## src/rtl/float_pkg.sv

```systemverilog
// Shared definitions for the single_* binary32 operators.
//   EXP_W / FRAC_W : field widths of binary32
//   EXP_MAX        : all-ones exponent (Inf / NaN encodings)
//   QNAN_32        : canonical quiet NaN returned when no operand is a number
//   float32_t      : sign/exp/frac view of a 32-bit pattern
//   float_cls_e    : operand class
//   a_wins()       : signed-magnitude ordering decision for two non-NaN operands
package float_pkg;

  localparam int          EXP_W   = 8;
  localparam int          FRAC_W  = 23;
  localparam logic [7:0]  EXP_MAX = 8'hFF;
  localparam logic [31:0] QNAN_32 = 32'h7FC0_0000;

  typedef struct packed {
    logic              sign;
    logic [EXP_W-1:0]  expo;
    logic [FRAC_W-1:0] frac;
  } float32_t;

  typedef enum logic [2:0] {
    NAN,
    INF,
    ZERO,
    DENORM,
    NORMAL
  } float_cls_e;

  // Returns 1 when operand a is the maximum. Mixed signs: the positive side
  // wins (this also makes +0 beat -0). Same sign: larger magnitude wins when
  // positive, smaller when negative. Ties keep a, so equal patterns return a.
  function automatic logic a_wins(input logic sign_a, input logic sign_b,
                                  input logic mag_gt, input logic mag_lt);
    logic win;
    if (sign_a != sign_b) win = ~sign_a;
    else if (!sign_a)     win = ~mag_lt;
    else                  win = ~mag_gt;
    return win;
  endfunction

endpackage

```

## src/rtl/single_classify.sv

```systemverilog
// Combinational binary32 operand classifier.
//   x         : 32-bit binary32 pattern
//   is_nan    : exp all ones, frac non-zero
//   is_inf    : exp all ones, frac zero
//   is_zero   : exp zero, frac zero
//   is_denorm : exp zero, frac non-zero
//   sign/expo/frac : unpacked fields of x
module single_classify
  import float_pkg::*;
(
  input  logic [31:0]       x,
  output logic              is_nan,
  output logic              is_inf,
  output logic              is_zero,
  output logic              is_denorm,
  output logic              sign,
  output logic [EXP_W-1:0]  expo,
  output logic [FRAC_W-1:0] frac
);

  float32_t   f;
  float_cls_e cls;

  assign f = x;

  always_comb begin
    cls = NORMAL;
    if (f.expo == EXP_MAX) begin
      if (f.frac != '0) cls = NAN;
      else              cls = INF;
    end else if (f.expo == '0) begin
      if (f.frac != '0) cls = DENORM;
      else              cls = ZERO;
    end
  end

  assign is_nan    = (cls == NAN);
  assign is_inf    = (cls == INF);
  assign is_zero   = (cls == ZERO);
  assign is_denorm = (cls == DENORM);
  assign sign      = f.sign;
  assign expo      = f.expo;
  assign frac      = f.frac;

endmodule

```

## src/rtl/single_max.sv

```systemverilog
// Registered binary32 maximum (IEEE-754 maxNum), z = max(a, b), 1-cycle latency,
// one operand pair per clock, no handshake.
//   clk   : clock, all state on rising edge
//   rst_n : asynchronous active-low reset, clears z
//   a, b  : binary32 operands
//   z     : registered result
module single_max
  import float_pkg::*;
(
  input  logic        clk,
  input  logic        rst_n,
  input  logic [31:0] a,
  input  logic [31:0] b,
  output logic [31:0] z
);

  logic              a_nan, a_inf, a_zero, a_denorm, a_sign;
  logic              b_nan, b_inf, b_zero, b_denorm, b_sign;
  logic [EXP_W-1:0]  a_expo, b_expo;
  logic [FRAC_W-1:0] a_frac, b_frac;
  logic [30:0]       a_mag, b_mag;
  logic [31:0]       z_d, z_q;

  single_classify u_cls_a (
    .x         (a),
    .is_nan    (a_nan),
    .is_inf    (a_inf),
    .is_zero   (a_zero),
    .is_denorm (a_denorm),
    .sign      (a_sign),
    .expo      (a_expo),
    .frac      (a_frac)
  );

  single_classify u_cls_b (
    .x         (b),
    .is_nan    (b_nan),
    .is_inf    (b_inf),
    .is_zero   (b_zero),
    .is_denorm (b_denorm),
    .sign      (b_sign),
    .expo      (b_expo),
    .frac      (b_frac)
  );

  assign a_mag = {a_expo, a_frac};
  assign b_mag = {b_expo, b_frac};

  always_comb begin
    z_d = a;
    if (a_nan && b_nan) begin
      z_d = QNAN_32;
    end else if (a_nan) begin
      z_d = b;
    end else if (b_nan) begin
      z_d = a;
    end else if (a_inf || b_inf) begin
      // +Inf always wins, -Inf always loses; -Inf vs -Inf keeps a (same bits).
      z_d = ((a_inf && !a_sign) || (b_inf && b_sign)) ? a : b;
    end else if ((a_zero || a_denorm) && (b_zero || b_denorm)) begin
      // Both exponents are zero: the fraction alone orders them exactly,
      // and mixed-sign zeros resolve to +0 through the sign rule.
      z_d = a_wins(a_sign, b_sign, a_frac > b_frac, a_frac < b_frac) ? a : b;
    end else begin
      z_d = a_wins(a_sign, b_sign, a_mag > b_mag, a_mag < b_mag) ? a : b;
    end
  end

  always_ff @(posedge clk or negedge rst_n) begin
    if (!rst_n) z_q <= '0;
    else        z_q <= z_d;
  end

  assign z = z_q;

endmodule

```

## config.mk

```make
export PLATFORM = sky130hd
export DESIGN_NAME = single_max
export DESIGN_NICKNAME = d
export VERILOG_FILES = /design/src/rtl/float_pkg.sv /design/src/rtl/single_classify.sv /design/src/rtl/single_max.sv
export SDC_FILE = /design/constraint.sdc
export NUM_CORES = 1
export LEC_CHECK = 0
export BUFFER_PORTS_ARGS = -buffer_cell sky130_fd_sc_hd__buf_2
export CORE_ASPECT_RATIO = 0.7
export CORE_UTILIZATION = 50
export CTS_BUF_LIST = sky130_fd_sc_hd__clkbuf_8
export CTS_CLUSTER_DIAMETER = 80
export DETAILED_ROUTE_END_ITERATION = 12
export PLACE_DENSITY = 0.83
export SLEW_MARGIN = 15
export SYNTH_ARGS = -nofsm -noshare
export SYNTH_HDL_FRONTEND = slang
export SYNTH_HIERARCHICAL = 1
export SYNTH_SLANG_ARGS = --single-unit
export TNS_END_PERCENT = 10
```

## constraint.sdc

```tcl
create_clock -name clk -period 1.3 [get_ports clk]
set_clock_uncertainty 0.2 [all_clocks]
set_input_delay 0.13 -clock clk [delete_from_list [all_inputs] [get_ports clk]]
set_output_delay 0.13 -clock clk [all_outputs]
set_load 0.05 [all_outputs]
```

==> impl_summary.log <==
INFO  metric outcome = complete, but fails checks
INFO  metric violations_in_the_final_reports = setup timing
INFO  metric critical_path.startpoint_type = input pin
INFO  metric grt_usage = 0.3276
INFO  metric clock_path_buffers = 2
INFO  metric detailed_route_wire_length = 14800 um
INFO  metric tritoncts_clock_tree = yes
INFO  metric pwr_density_cell = roughly 730 nW/um^2
INFO  metric grt_start_max_net_pins = 29
INFO  metric ys_seq_elements = 32
INFO  metric row_count = 26
INFO  metric layout-area-overhead-vs-synth = 47.87%
INFO  metric synth_xor_area_frac = 0
INFO  metric timing.critical_path.from = b[14]
INFO  metric distinct_cell_type_count_after_synthesis = 46
INFO  metric viasPerCell = 6.432
INFO  metric largest_register_ffs = 32
INFO  metric cp-end-kind = flip-flop
INFO  metric totalNegativeSetupSlack = -38.34 ns
INFO  metric vdd_drop_max = 514.9 uV
INFO  metric crit_path_cell_trace = buf_2 -> inv_1 -> ha_4 -> nand4_1 -> buf_4 -> nor4_4 -> o31ai_2 -> nand3_2 -> buf_4 -> mux2i_4 -> a21oi_4 -> buf_12 -> o221ai_2 -> o22ai_2
INFO  metric cts-htree-levels = 2
INFO  metric hold_viol_final = 0
INFO  metric timing.final.max_slew_violations = 0
INFO  metric timing.critical_path.mode_cell = sky130_fd_sc_hd__buf_4
INFO  metric period_minus_slack = 2.566 ns
INFO  metric most-common-layout-cells = sky130_fd_sc_hd__buf_4, sky130_fd_sc_hd__buf_2, sky130_fd_sc_hd__nor2_1
INFO  metric max_slew.worst_pin.slew = 0.4144 ns
INFO  metric worstHoldPathType = in2reg
INFO  metric grt_pass1_wl = 21490 um
INFO  metric cts.sink_count = 32
INFO  metric worst_ep_required_time = roughly 1.3 ns
INFO  metric yosys_warnings = 6
INFO  metric grt_setup_unrepaired = yes
INFO  metric normalized_max_slew_margin = 0.7237
INFO  metric root_buffer = sky130_fd_sc_hd__clkbuf_8
INFO  metric dp_hpwl = approximately 9500 um
INFO  metric power.switching_fraction = 0.4101
INFO  metric fp.dieArea = ~8300 um^2
INFO  metric critical-path-slowest-cell = sky130_fd_sc_hd__ha_4
INFO  metric count_of_vias_placed_by_the_detailed_router = 4702
INFO  metric route.detailed.drc = 0
INFO  metric timing.fmax = 389.7 MHz
INFO  metric min-delay-start = b[18]
INFO  metric cells_after_synth = 493
INFO  metric count_of_flip_flops_with_a_built_in_enable_after_synthesis = 0
INFO  metric drtIter0Drc = 463
INFO  metric drt_pass1_iterations = 5
INFO  metric die-height = 76.55 um
INFO  metric cts_made_buffers = 5
INFO  metric timing.max_cap.violations = 0
INFO  metric detailedPlace.worstSlack = -1.516 ns
INFO  metric coreArea = 7482 um^2
INFO  metric worst-path-max-fanout = 20
INFO  metric cellLeakagePower = approximately 0.0027 uW
INFO  metric cts.clk_slew.worst_paths = roughly 0.080 ns
INFO  metric share_of_the_synthesized_area_in_the_top_cell_type = 0.2017
INFO  metric initial_core_util = 0.5306
INFO  metric syn-num-nets = 590
INFO  metric yosys.area_share.simple = 0.1850
INFO  metric synth_async_sr_flop_share = 1.000
INFO  metric routabilityCongestion = 0.8616
INFO  metric dominant_combinational_cell_family_by_area_after_synthesis = compound AO/OA/AOI/OAI gates
INFO  metric setup_viol = 32
INFO  metric synth-adder-area-share = 0.09770
INFO  metric grt_pass1_vias = 4515
INFO  metric layout.cell_area.non_filler = 5871 um^2
INFO  metric layout-drive-gt1-share = 0.5387
INFO  metric post_drt_wl_per_cell = 20.25 um
INFO  metric floorplan.die.width = between 100 and 150 um
INFO  metric criticalPathCategory = in2reg
INFO  metric synth_mux_area_frac = 0.1018
INFO  metric totalPowerFinal = 4284 uW
INFO  metric share_clk_of_total_power = 0.212
INFO  metric insertedDiodeCount = 0
INFO  metric grt_antenna_before_repair = 0
INFO  metric mappedNetlistArea = 3970 um^2
INFO  metric post_route_setup_slack = -1.266 ns
INFO  metric ioPinCount = 98
INFO  metric power_frac_seq = 0.271
INFO  metric critPathMaxStageDelay = around 0.27 ns
INFO  metric internal-power = about 2500 uW
INFO  metric crit_arrival = 2.52 ns
INFO  metric post_synth_main_area_contributors = sky130_fd_sc_hd__dfrtp_1, sky130_fd_sc_hd__buf_4, sky130_fd_sc_hd__ha_1, sky130_fd_sc_hd__nor2_1, sky130_fd_sc_hd__o221ai_1
INFO  metric switching_power = about 1800 uW
INFO  metric p_comb_frac = 0.517
INFO  metric mostFrequentLayoutCell = sky130_fd_sc_hd__buf_4
INFO  metric synth_flop_cell = sky130_fd_sc_hd__dfrtp_1
INFO  metric min_period_over_period = 1.974
INFO  metric grt.overflow.total = 0
INFO  metric yosysSeqAreaShare = 0.2017
INFO  metric portBuffers = just under 100
INFO  metric area_post_placement = between 4000 and 5000 um^2
INFO  metric compound_cell_area_share_of_the_yosys_netlist = 0.2294
INFO  metric synth_top_area_cell = sky130_fd_sc_hd__dfrtp_1
INFO  metric count_of_nets_left_with_antenna_violations_after_detail_routing = 0
INFO  metric fin_nets = 730
INFO  metric fillCellCount = approximately 430
INFO  metric synth_area_per_cell = 8.053 um^2
## power groups by stage
stage          Combinational [uW]  Clock (uW)  Sequential (uW)
6_report                     2210         909             1160
5_1_grt                      2320         933             1170
4_1_cts                      2070         899             1160
3_5_place_dp                 1780           0             1170
3_3_place_gp                 1730           0             1180
2_1_floorplan                 763           0             1630
## worst paths after layout
kind                              endpoint  slack [ns]  cells after the start
worst min-delay path       z[18]$_DFF_PN0_       0.008                      4
max in group asynchronous  z[22]$_DFF_PN0_        0.35                      3
min in group asynchronous   z[7]$_DFF_PN0_        0.09                      2
worst max-delay path       z[23]$_DFF_PN0_       -1.27                     14
## worst max-delay path: cells and delay by family
kind                       cells  cell delay, ns
and+or+nand+nor                3            0.55
AOI/OAI and AO/OA              4            0.61
buffers and inverters          5            0.70
muxes                          1            0.25
adders and majority gates      1            0.27
## routing by layer
metal / wire length (um) / global-route usage / vias up / share of wire
met2: 6838 / 0.5367 / 377 / 0.46
li1: - / - / 2031 / -
met1: 5809 / 0.4253 / 2213 / 0.39
met3: 1542 / 0.06159 / 81 / 0.10
met5: 0 / 0 / - / 0
met4: 613 / 0.1189 / 0 / 0.041
## kinds of logic after synthesis
| group | after synthesis |
|---|---|
| simple gates | 142 |
| compound gates | 132 |
| buf+inv | 123 |
| mux | 33 |
| flops | 32 |
| fa+ha+maj | 31 |
## per-stage QoR
stage	instances	hold WS (ns)	utilization
after floorplan	493	-0.3656	-
after global placement	706	-0.1355	0.6634
after detailed placement	706	-0.1250	0.6634
after CTS	726	0.0001016	0.7475
after global routing	731	0.02529	0.7846
final	731	0.007723	0.7846
## synthesized netlist by cell type, types with 2 or more instances
cell / count
sky130_fd_sc_hd__nor4_2: 6
sky130_fd_sc_hd__and4_1: 3
sky130_fd_sc_hd__a22oi_1: 24
sky130_fd_sc_hd__o22ai_1: 10
sky130_fd_sc_hd__a21oi_1: 25
sky130_fd_sc_hd__a211oi_1: 2
sky130_fd_sc_hd__clkbuf_1: 16
sky130_fd_sc_hd__buf_6: 3
sky130_fd_sc_hd__buf_4: 64
sky130_fd_sc_hd__or2_1: 2
sky130_fd_sc_hd__dfrtp_1: 32
sky130_fd_sc_hd__nand2_1: 11
sky130_fd_sc_hd__ha_1: 31
sky130_fd_sc_hd__mux2_1: 21
sky130_fd_sc_hd__nor2_1: 78
sky130_fd_sc_hd__nand4_1: 12
sky130_fd_sc_hd__buf_2: 6
sky130_fd_sc_hd__mux2_4: 9
sky130_fd_sc_hd__nor3_1: 9
sky130_fd_sc_hd__nor4_1: 8
sky130_fd_sc_hd__nor2b_1: 3
sky130_fd_sc_hd__inv_1: 34
sky130_fd_sc_hd__mux2_2: 2
sky130_fd_sc_hd__and2_1: 2
sky130_fd_sc_hd__a21o_1: 2
sky130_fd_sc_hd__o21ai_0: 5
sky130_fd_sc_hd__o221ai_1: 32
sky130_fd_sc_hd__o21ai_1: 23
## layout make-up
| type | count | area [um^2] | area share |
|---|---|---|---|
| inverters | 34 | 140.1 | 0.02387 |
| multi-input cells | 338 | 3042 | 0.5181 |
| well taps | 98 | 122.6 | 0.02089 |
| clock buffers | 7 | 96.34 | 0.01641 |
| flip-flops and latches | 32 | 800.8 | 0.1364 |
| repair buffers | 222 | 1669 | 0.2843 |
## what timing repair did
action | 4_1_cts | 5_1_grt
setup buffers | 7 | 4
setup endpoints to repair | 32 | 32
cloned | 2 | 1
pin swaps | 32 | 18
resized for setup | 91 | 49
hold buffers | 4 | 0
endpoints found under the hold margin | 35 | 0
(Power assumes the default switching activity.)
